## config.mk

```make
export PLATFORM = sky130hd
export DESIGN_NAME = frame_generator_flat
export DESIGN_NICKNAME = d
export VERILOG_FILES = /design/src/rtl/frame_generator_if.sv /design/src/rtl/frame_generator.sv /design/src/flat_wrapper.sv
export SDC_FILE = /design/constraint.sdc
export NUM_CORES = 1
export LEC_CHECK = 0
export ABC_AREA = 1
export BUFFER_PORTS_ARGS = -buffer_cell sky130_fd_sc_hd__buf_2
export CAP_MARGIN = 20
export CORE_MARGIN = 4
export CORE_UTILIZATION = 30
export DETAILED_ROUTE_END_ITERATION = 12
export GPL_ROUTABILITY_DRIVEN = 0
export PLACE_DENSITY_LB_ADDON = 0.12
export REMOVE_ABC_BUFFERS = 1
export SLEW_MARGIN = 5
export SYNTH_ARGS = -nofsm -noshare
export SYNTH_HDL_FRONTEND = slang
export SYNTH_SLANG_ARGS = --single-unit
```

## constraint.sdc

```tcl
create_clock -name clk_in -period 7.5 [get_ports clk_in]
set_input_delay 1.125 -clock clk_in [delete_from_list [all_inputs] [get_ports clk_in]]
set_output_delay 1.125 -clock clk_in [all_outputs]
set_load 0.01 [all_outputs]
```

## src/rtl/frame_generator_if.sv

```systemverilog
// Command, payload and framed-stream signals of frame_generator, bundled as one interface.
interface frame_generator_if;
   logic        cmd_vld;
   logic        cmd_rdy;
   logic [7:0]  cmd_channel;
   logic [3:0]  cmd_len;
   logic        cmd_err;
   logic        pay_vld;
   logic        pay_rdy;
   logic [15:0] pay_data;
   logic [15:0] data_out;
   logic        data_out_vld;
   logic        busy;
   logic        done;

   modport master (
      output cmd_vld, cmd_channel, cmd_len, pay_vld, pay_data,
      input  cmd_rdy, cmd_err, pay_rdy, data_out, data_out_vld, busy, done
   );

   modport slave (
      input  cmd_vld, cmd_channel, cmd_len, pay_vld, pay_data,
      output cmd_rdy, cmd_err, pay_rdy, data_out, data_out_vld, busy, done
   );
endinterface

```

## src/rtl/frame_generator.sv

```systemverilog
// Buffers up to 8 payload words, then emits E0E0 header, channel word, payload, CRC-16/XMODEM
// and 0E0E trailer. Define FRAME_GEN_HDR_PAD_EN for a third E0E0 header word.
module frame_generator (
   input logic              clk_in,
   input logic              rst,
   frame_generator_if.slave bus
);

   localparam logic [2:0] IDLE = 3'd0;
   localparam logic [2:0] LOAD = 3'd1;
   localparam logic [2:0] HDR  = 3'd2;
   localparam logic [2:0] CH   = 3'd3;
   localparam logic [2:0] PAY  = 3'd4;
   localparam logic [2:0] CRC  = 3'd5;
   localparam logic [2:0] TRL  = 3'd6;

`ifdef FRAME_GEN_HDR_PAD_EN
   localparam logic [3:0] HDR_LAST = 4'd2;
`else
   localparam logic [3:0] HDR_LAST = 4'd1;
`endif

   localparam logic [15:0] HDR_WORD = 16'hE0E0;
   localparam logic [15:0] TRL_WORD = 16'h0E0E;
   localparam logic [15:0] CRC_POLY = 16'h1021;

   logic [2:0]  state_q, state_d;
   logic [3:0]  cnt_q, cnt_d;
   logic [3:0]  idx_q, idx_d;
   logic [3:0]  len_q;
   logic [7:0]  chan_q;
   logic [15:0] crc_q, crc_d;
   logic [15:0] pay_buf_q [8];
   logic [15:0] data_out_q, data_out_d;
   logic        vld_q, vld_d;
   logic        cmd_err_q, cmd_err_d;
   logic        done_q, done_d;

   logic cmd_ok;
   logic cmd_fire;
   logic pay_fire;

   // MSB-first update over one 16-bit word, no reflection.
   function automatic logic [15:0] crc16_word(input logic [15:0] crc, input logic [15:0] data);
      logic [15:0] c;
      c = crc ^ data;
      for (int b = 0; b < 16; b++) begin
         c = c[15] ? ((c << 1) ^ CRC_POLY) : (c << 1);
      end
      return c;
   endfunction

   assign cmd_ok   = (bus.cmd_len != 4'd0) && (bus.cmd_len <= 4'd8) && (bus.cmd_channel != 8'd0);
   assign cmd_fire = (state_q == IDLE) && bus.cmd_vld;
   assign pay_fire = (state_q == LOAD) && bus.pay_vld;

   always_comb begin
      state_d   = state_q;
      cnt_d     = cnt_q;
      idx_d     = idx_q;
      crc_d     = crc_q;
      cmd_err_d = 1'b0;
      done_d    = 1'b0;
      case (state_q)
         IDLE: begin
            if (bus.cmd_vld) begin
               if (cmd_ok) begin
                  state_d = LOAD;
                  idx_d   = 4'd0;
                  crc_d   = 16'h0000;
               end else begin
                  cmd_err_d = 1'b1;
               end
            end
         end
         LOAD: begin
            if (bus.pay_vld) begin
               idx_d = idx_q + 4'd1;
               crc_d = crc16_word(crc_q, bus.pay_data);
               if (idx_q + 4'd1 == len_q) begin
                  state_d = HDR;
                  cnt_d   = 4'd0;
               end
            end
         end
         HDR: begin
            if (cnt_q == HDR_LAST) begin
               state_d = CH;
            end else begin
               cnt_d = cnt_q + 4'd1;
            end
         end
         CH: begin
            state_d = PAY;
            cnt_d   = 4'd0;
         end
         PAY: begin
            if (cnt_q == len_q - 4'd1) begin
               state_d = CRC;
            end else begin
               cnt_d = cnt_q + 4'd1;
            end
         end
         CRC: begin
            state_d = TRL;
            cnt_d   = 4'd0;
         end
         TRL: begin
            if (cnt_q == 4'd1) begin
               state_d = IDLE;
               done_d  = 1'b1;
            end else begin
               cnt_d = cnt_q + 4'd1;
            end
         end
         default: state_d = IDLE;
      endcase
   end

   // Output word is chosen from the next state so data_out can be a plain register.
   always_comb begin
      data_out_d = 16'h0000;
      vld_d      = 1'b1;
      case (state_d)
         HDR:     data_out_d = HDR_WORD;
         CH:      data_out_d = {8'h00, chan_q};
         PAY:     data_out_d = pay_buf_q[cnt_d[2:0]];
         CRC:     data_out_d = crc_q;
         TRL:     data_out_d = TRL_WORD;
         default: vld_d      = 1'b0;
      endcase
   end

   always_ff @(posedge clk_in) begin
      if (rst) begin
         state_q    <= IDLE;
         cnt_q      <= 4'd0;
         idx_q      <= 4'd0;
         crc_q      <= 16'h0000;
         data_out_q <= 16'h0000;
         vld_q      <= 1'b0;
         cmd_err_q  <= 1'b0;
         done_q     <= 1'b0;
      end else begin
         state_q    <= state_d;
         cnt_q      <= cnt_d;
         idx_q      <= idx_d;
         crc_q      <= crc_d;
         data_out_q <= data_out_d;
         vld_q      <= vld_d;
         cmd_err_q  <= cmd_err_d;
         done_q     <= done_d;
      end
   end

   always_ff @(posedge clk_in) begin
      if (rst) begin
         len_q  <= 4'd0;
         chan_q <= 8'd0;
      end else if (cmd_fire && cmd_ok) begin
         len_q  <= bus.cmd_len;
         chan_q <= bus.cmd_channel;
      end
   end

   // Buffer contents survive reset; they are always rewritten before being read.
   always_ff @(posedge clk_in) begin
      if (!rst && pay_fire) begin
         pay_buf_q[idx_q[2:0]] <= bus.pay_data;
      end
   end

   assign bus.cmd_rdy      = (state_q == IDLE);
   assign bus.pay_rdy      = (state_q == LOAD);
   assign bus.busy         = (state_q != IDLE);
   assign bus.cmd_err      = cmd_err_q;
   assign bus.done         = done_q;
   assign bus.data_out     = data_out_q;
   assign bus.data_out_vld = vld_q;

endmodule

```

## src/flat_wrapper.sv

```systemverilog
// flat-port wrapper written by rule: the top's interface ports become plain ports
module frame_generator_flat 
  (clk_in, rst, bus_cmd_vld, bus_cmd_channel, bus_cmd_len, bus_pay_vld, bus_pay_data, bus_cmd_rdy, bus_cmd_err, bus_pay_rdy, bus_data_out, bus_data_out_vld, bus_busy, bus_done);
  frame_generator_if bus_i ();
  input logic clk_in;
  input logic rst;
  input wire logic [$bits(bus_i.cmd_vld)-1:0] bus_cmd_vld;
  input wire logic [$bits(bus_i.cmd_channel)-1:0] bus_cmd_channel;
  input wire logic [$bits(bus_i.cmd_len)-1:0] bus_cmd_len;
  input wire logic [$bits(bus_i.pay_vld)-1:0] bus_pay_vld;
  input wire logic [$bits(bus_i.pay_data)-1:0] bus_pay_data;
  output wire logic [$bits(bus_i.cmd_rdy)-1:0] bus_cmd_rdy;
  output wire logic [$bits(bus_i.cmd_err)-1:0] bus_cmd_err;
  output wire logic [$bits(bus_i.pay_rdy)-1:0] bus_pay_rdy;
  output wire logic [$bits(bus_i.data_out)-1:0] bus_data_out;
  output wire logic [$bits(bus_i.data_out_vld)-1:0] bus_data_out_vld;
  output wire logic [$bits(bus_i.busy)-1:0] bus_busy;
  output wire logic [$bits(bus_i.done)-1:0] bus_done;
  assign bus_i.cmd_vld = bus_cmd_vld;
  assign bus_i.cmd_channel = bus_cmd_channel;
  assign bus_i.cmd_len = bus_cmd_len;
  assign bus_i.pay_vld = bus_pay_vld;
  assign bus_i.pay_data = bus_pay_data;
  assign bus_cmd_rdy = bus_i.cmd_rdy;
  assign bus_cmd_err = bus_i.cmd_err;
  assign bus_pay_rdy = bus_i.pay_rdy;
  assign bus_data_out = bus_i.data_out;
  assign bus_data_out_vld = bus_i.data_out_vld;
  assign bus_busy = bus_i.busy;
  assign bus_done = bus_i.done;
  frame_generator u_core (.clk_in(clk_in), .rst(rst), .bus(bus_i));
endmodule
```

# Yosys cells after proc, flatten, opt, wreduce, memory -nomap -nowiden
# Memory sizes are Yosys's and may differ from the RTL's.
# Cells that the tools add are included.
# totals
regBits	58
ram_bits	128
out_inout_bits	22
word_cells	119
memories	1
# op_classes
addsub	3
order_cmp	1
eq_ne	20
muxes	43
n_bitwise	20
n_reduce_logical	20
# mem_list
memory	depth	word_bits	read_ports	rd_ports_with_merged_regs	wr	line_no	source
u_core.pay_buf_q	8	16	1	0	1	frame_generator.sv:33	logic [15:0] pay_buf_q [8];
# ops
op	count
$mux 13	16
$pmux 16 s5	1
$mux 16	3
$not 3->3	16
$pmux 16 s2	1
$mux 4	7
$mux 3	7
$pmux 3 s7	1
$eq 3x3->1 const B	6
$pmux 4 s4	1
$xor 16x16->16	1
$eq 3x2->1 const B	4
$add 4x1->4 const B	2
$eq 4x4->1	2
$ne 2x2->1 const B	4
$pmux 4 s2	1
$reduce_bool 4->1	2
$reduce_bool 8->1	1
$logic_and 1x1->1	6
$reduce_or 2->1	3
$mux 1	5
$reduce_and 5->1	1
$reduce_or 5->1	1
$eq 4x1->1 const B	1
other kinds (11)	14

# Logic depth before layout (Yosys ltp)
# depth
word_depth	35
mapped_depth	18
mapped_depth_nobuf	17

# Least setup slack after synthesis
# No wires, ideal clock.
# synth_path
path_kind	input to register
start	input port rst
end	memory u_core.pay_buf_q[3][0] (enable)
setup_ps	430
t_arrival_ps	3086
t_required_ps	7070
setup_slack_ps	3984
path_stages	4
n_path_buf	1
path_cell_list	clkbuf_1 -> nor2_1 -> inv_1 -> nor4_1
# synth_between
elab_chain_cells	4
# synth_rtl
element	line_no	source
start: declaration	flat_wrapper.sv:6	input logic rst;
$logic_not 1->1	frame_generator.sv:168	if (!rst && pay_fire) begin
$logic_and 1x1->1	frame_generator.sv:168	
$mux 1	frame_generator.sv:168	
$mux 1 (not written as such)	frame_generator.sv:169	pay_buf_q[idx_q[2:0]] <= bus.pay_data;
end: declaration	frame_generator.sv:33	
# Every way passes these cells.

# Worst setup path after layout
# layout_path
start	register u_core.cnt_q[0]
end	register u_core.data_out_q[7], in the netlist u_core.bus.data_out[7]
# layout_between
elab_chain_cells	5
# layout_rtl
element	line_no	source
start: declaration	frame_generator.sv:28	logic [3:0] cnt_q, cnt_d;
start signal: assignment	frame_generator.sv:146	cnt_q <= cnt_d;
$add 4x1->4, or another cell as far along	frame_generator.sv:90, frame_generator.sv:101, frame_generator.sv:113	
$mux 4, or another cell as far along	frame_generator.sv:87, frame_generator.sv:109	
$pmux 4 s4 / $pmux 3 s7 (equally long branches)	frame_generator.sv:64	case (state_q)
$mem_v2 8x16, or another cell as far along	n/a	
$pmux 16 s5 (*)	frame_generator.sv:124	case (state_d)
end signal: assignment	frame_generator.sv:149	data_out_q <= data_out_d;
end: declaration	frame_generator.sv:34	logic [15:0] data_out_q, data_out_d;
# Every way passes the cells marked *; elsewhere a longest branch is shown, timed or not. The select of a mux whose other input is x is not followed.
# A chain may end at the register's enable or synchronous reset.

==> results.md <==
- Compound-Gate Fraction of Synth Area: 0.0505
- Clock Skew: 0.00986 ns
- Min-Delay Path Class: reg -> reg
- Flops & latches, synth: 186
- Busiest grt layer: met2
- Synth warn: 0
- WHS Path Cells: 2
- Maximum VDD drop: 161 uV
- Largest family of logic cells by synthesized area: simple AND/OR/NAND/NOR gates
- Core Rows: 62
- Cells resized by post-CTS repair: 0
- Setup bufs post-CTS: 0
- CP endpoint kind: flop
- Worst min-delay path startpoint: u_core.chan_q[1]
- Final worst-path cycle share: 0.498
- Synth-to-Final Area Change: 14.6%
- Max_slew headroom: 0.398
- PD cells: 287 nW/um2
- Layout fillers: 2,956
- Post-route ant nets: 0
- Fin area: 10,000 um2
- Total negative setup slack: 0 ns
- Slew Limit Fails: 0
- Vias: 6,270
- Distinct cells, synth: 35
- Synthesized area per cell: 9.43 um2
- Place WS: 3.57 ns
- Die height: 179 um
- Hold Path Sink: u_core.chan_q[1]
- Routed wire length: 23.2 mm
- Ports: 54
- CP arrival: 4.09 ns
- # diodes: 0
- RSZ-0062 raised after global routing: no
- Grt met1 use: 0.206
- Num CTS Buffers: 17
- Largest area contributor in the netlist: edfxtp_1
- Die ar.: 32,000 um2
- Post-synthesis async set-or-reset flop share: 0
- Final Hold Vio Count: 0
- Synth top area share: 0.438
- Core ar.: 28,800 um2
- R2R Path End: u_core.bus.data_out[7]
- Initial DRC count: 393
- Lkg Pwr: 3.96 nW
- Maximum Capacitance Violations: 0
- Placed instance area: 9430 um2
- XOR/XNOR share of the synthesized area: 0.0522
- Post-DP HPWL: 14.9 mm
- Max FO, Critical Path: 66
- Setup violators final: 0
- Post-synthesis sequential area ratio: 0.571
- Mapped Area: 8770 um2
- Post-layout min period: 3.74 ns
- R2r setup slk: 3.76 ns
- Pin count of the biggest net entering global routing: 67
- Worst setup SP type: flop
- Wirelength per Cell: 16.9 um
- Adder-cell area share of the yosys netlist: 0.00571
- Vias in the first global route: 6,254
- CTS tree: yes
- Pre-antenna DRT Iters: 4
- Clk buf depth: 2
- GRT Util Overall: 0.152
- Worst Tran Pin Value: 0.898 ns
- Initial antenna violation count: 0
- FMAX: 268 MHz
- Layout Nets: 1,012
- Starting density of the core: 0.305
- Synth top cells by count: nand2_1 (177), nand3_1 (149), inv_1 (136)
- Mux share of post-synthesis cell area: 0
- Top cells by area, synth: edfxtp_1 (44%), dfxtp_1 (13%), nand3_1 (8.5%)
- Hold_buf cts: 0
- Hold WS: 0.452 ns
- Detailed-route DRC error count: 0
- IO Port Bufs: 53
- Reg2Reg Depth: 15
- Die width: 179 um
- GRT overflow: 0
- Status: completed
- Mapped Cells: 930
- RR Startpoint: u_core.cnt_q[0]
- Clk Latency, worst-skew pair: 0.43 ns
- First-pass GRT wire length: 36.8 mm
- Worst path required time: 7.85 ns
- Drt via density: 4.57
- Post-Synth Simple-Gate Area: 0.233
- Root Buffer: clkbuf_16
- H-tree Lvls: 4
- Worst setup margin: 3.76 ns
- Most common cell in the netlist: nand2_1
- GR Util met3: 0.0278
- Post-synth EDFFs: 128
- Top FF cell, synth: edfxtp_1
- GR Layer Usage met2: 0.250
- Clock transition at path regs: 0.07 ns
- CTS Sinks: 186
- CP Class: reg -> reg
- Layout cells sized above 1: 0.133
[critical path: stages (launching register included)]
cell and delay (ns):
dfxtp_1 0.52, ha_1 0.23, nand3_1 0.20, nand2_1 0.21, o21ai_1 0.08, nor2_1 0.09, nand2_1 0.07, nand2_2 0.05
buf_4 0.58, nand2_2 0.58, buf_4 0.44, nand2_1 0.11, nand3_1 0.08, nand3_1 0.10, nand3_1 0.09, a21oi_1 0.16
[power by group]
group,leakage [nW],internal (mW),switching (mW),total (mW)
clock network,0.305,0.536,0.404,0.941
logic,2.03,0.257,0.531,0.787
registers,1.62,1.13,0.0293,1.16
total,3.96,1.92,0.964,2.89
[layout by cell type, fill, tap and decap left out, types with 5 or more instances in the layout]
master     netlist  final
nand2_1        177    177
inv_1          136    136
nor2_2           3      6
buf_4            4     13
xnor2_1         19     19
buf_2           17     53
edfxtp_1       128    128
a21oi_1         59     59
nand3_1        149    149
clkbuf_16        0     17
clkinv_2         0      5
dfxtp_1         58     58
o21ai_0         17     17
xor2_1          24     24
nand3b_1        49     49
nor2_1          20     17
nor3_1           9      5
[how the worst max path moves through the flow]
stage,end,slack [ns],startpoint
2_1_floorplan,u_core.pay_buf_q[3][0],3.99,bus_pay_vld
5_1_grt,u_core.bus.data_out[7],3.40,u_core.len_q[0]
4_1_cts,u_core.bus.data_out[0],3.71,u_core.len_q[0]
3_5_place_dp,u_core.bus.data_out[0],3.57,bus_pay_vld
6_report,u_core.bus.data_out[7],3.76,u_core.cnt_q[0]
3_3_place_gp,u_core.bus.data_out[4],3.61,bus_pay_vld
[per-stage QoR]
stage / utilization / cells / power (mW)
floorplan: - / 888 / 1.74
global placement: 0.327 / 1338 / 1.97
detailed placement: 0.328 / 1340 / 1.98
CTS: 0.349 / 1372 / 2.92
global route: 0.349 / 1373 / 3.07
finish: 0.349 / 1373 / 2.89
[final cells by class]
cell class / instances / area, um2 / share of cell area
timing repair buffer: 69 / 404 / 0.0402
clock inverter: 14 / 168 / 0.0167
multi-input combinational: 562 / 3020 / 0.301
clock buffer: 18 / 439 / 0.0437
sequential: 186 / 5000 / 0.498
tap: 384 / 480 / 0.0478
inverter: 140 / 526 / 0.0523
[layer usage]
| metal | up-vias | part of all wire |
|---|---|---|
| li1 | 3179 | - |
| met1 | 2960 | 0.47 |
| met2 | 110 | 0.48 |
| met3 | 21 | 0.035 |
| met4 | 0 | 0.014 |
| met5 | - | 0 |
[sequential cells by signal, summed over array words and instances (netlist names)]
name,flops
u_core.cnt_q,4
u_core.pay_buf_q,128
u_core.chan_q,8
u_core.bus.data_out,16
u_core.bus.cmd_err,1
u_core.bus.data_out_vld,1
u_core.crc_q,16
u_core.bus.done,1
u_core.len_q,4
u_core.idx_q,4
u_core.state_q,3
[cells by family (layout without fill, tap and decap cells)]
family / Yosys count / count (layout)
DFF: 186 / 186
xor gates and xnor gates: 48 / 48
and+or+nand+nor: 425 / 425
buffers and inverters: 182 / 241
AOI/OAI and AO/OA: 85 / 85
adders and majority gates: 4 / 4
Note: power is estimated with default switching activity, not from simulation.
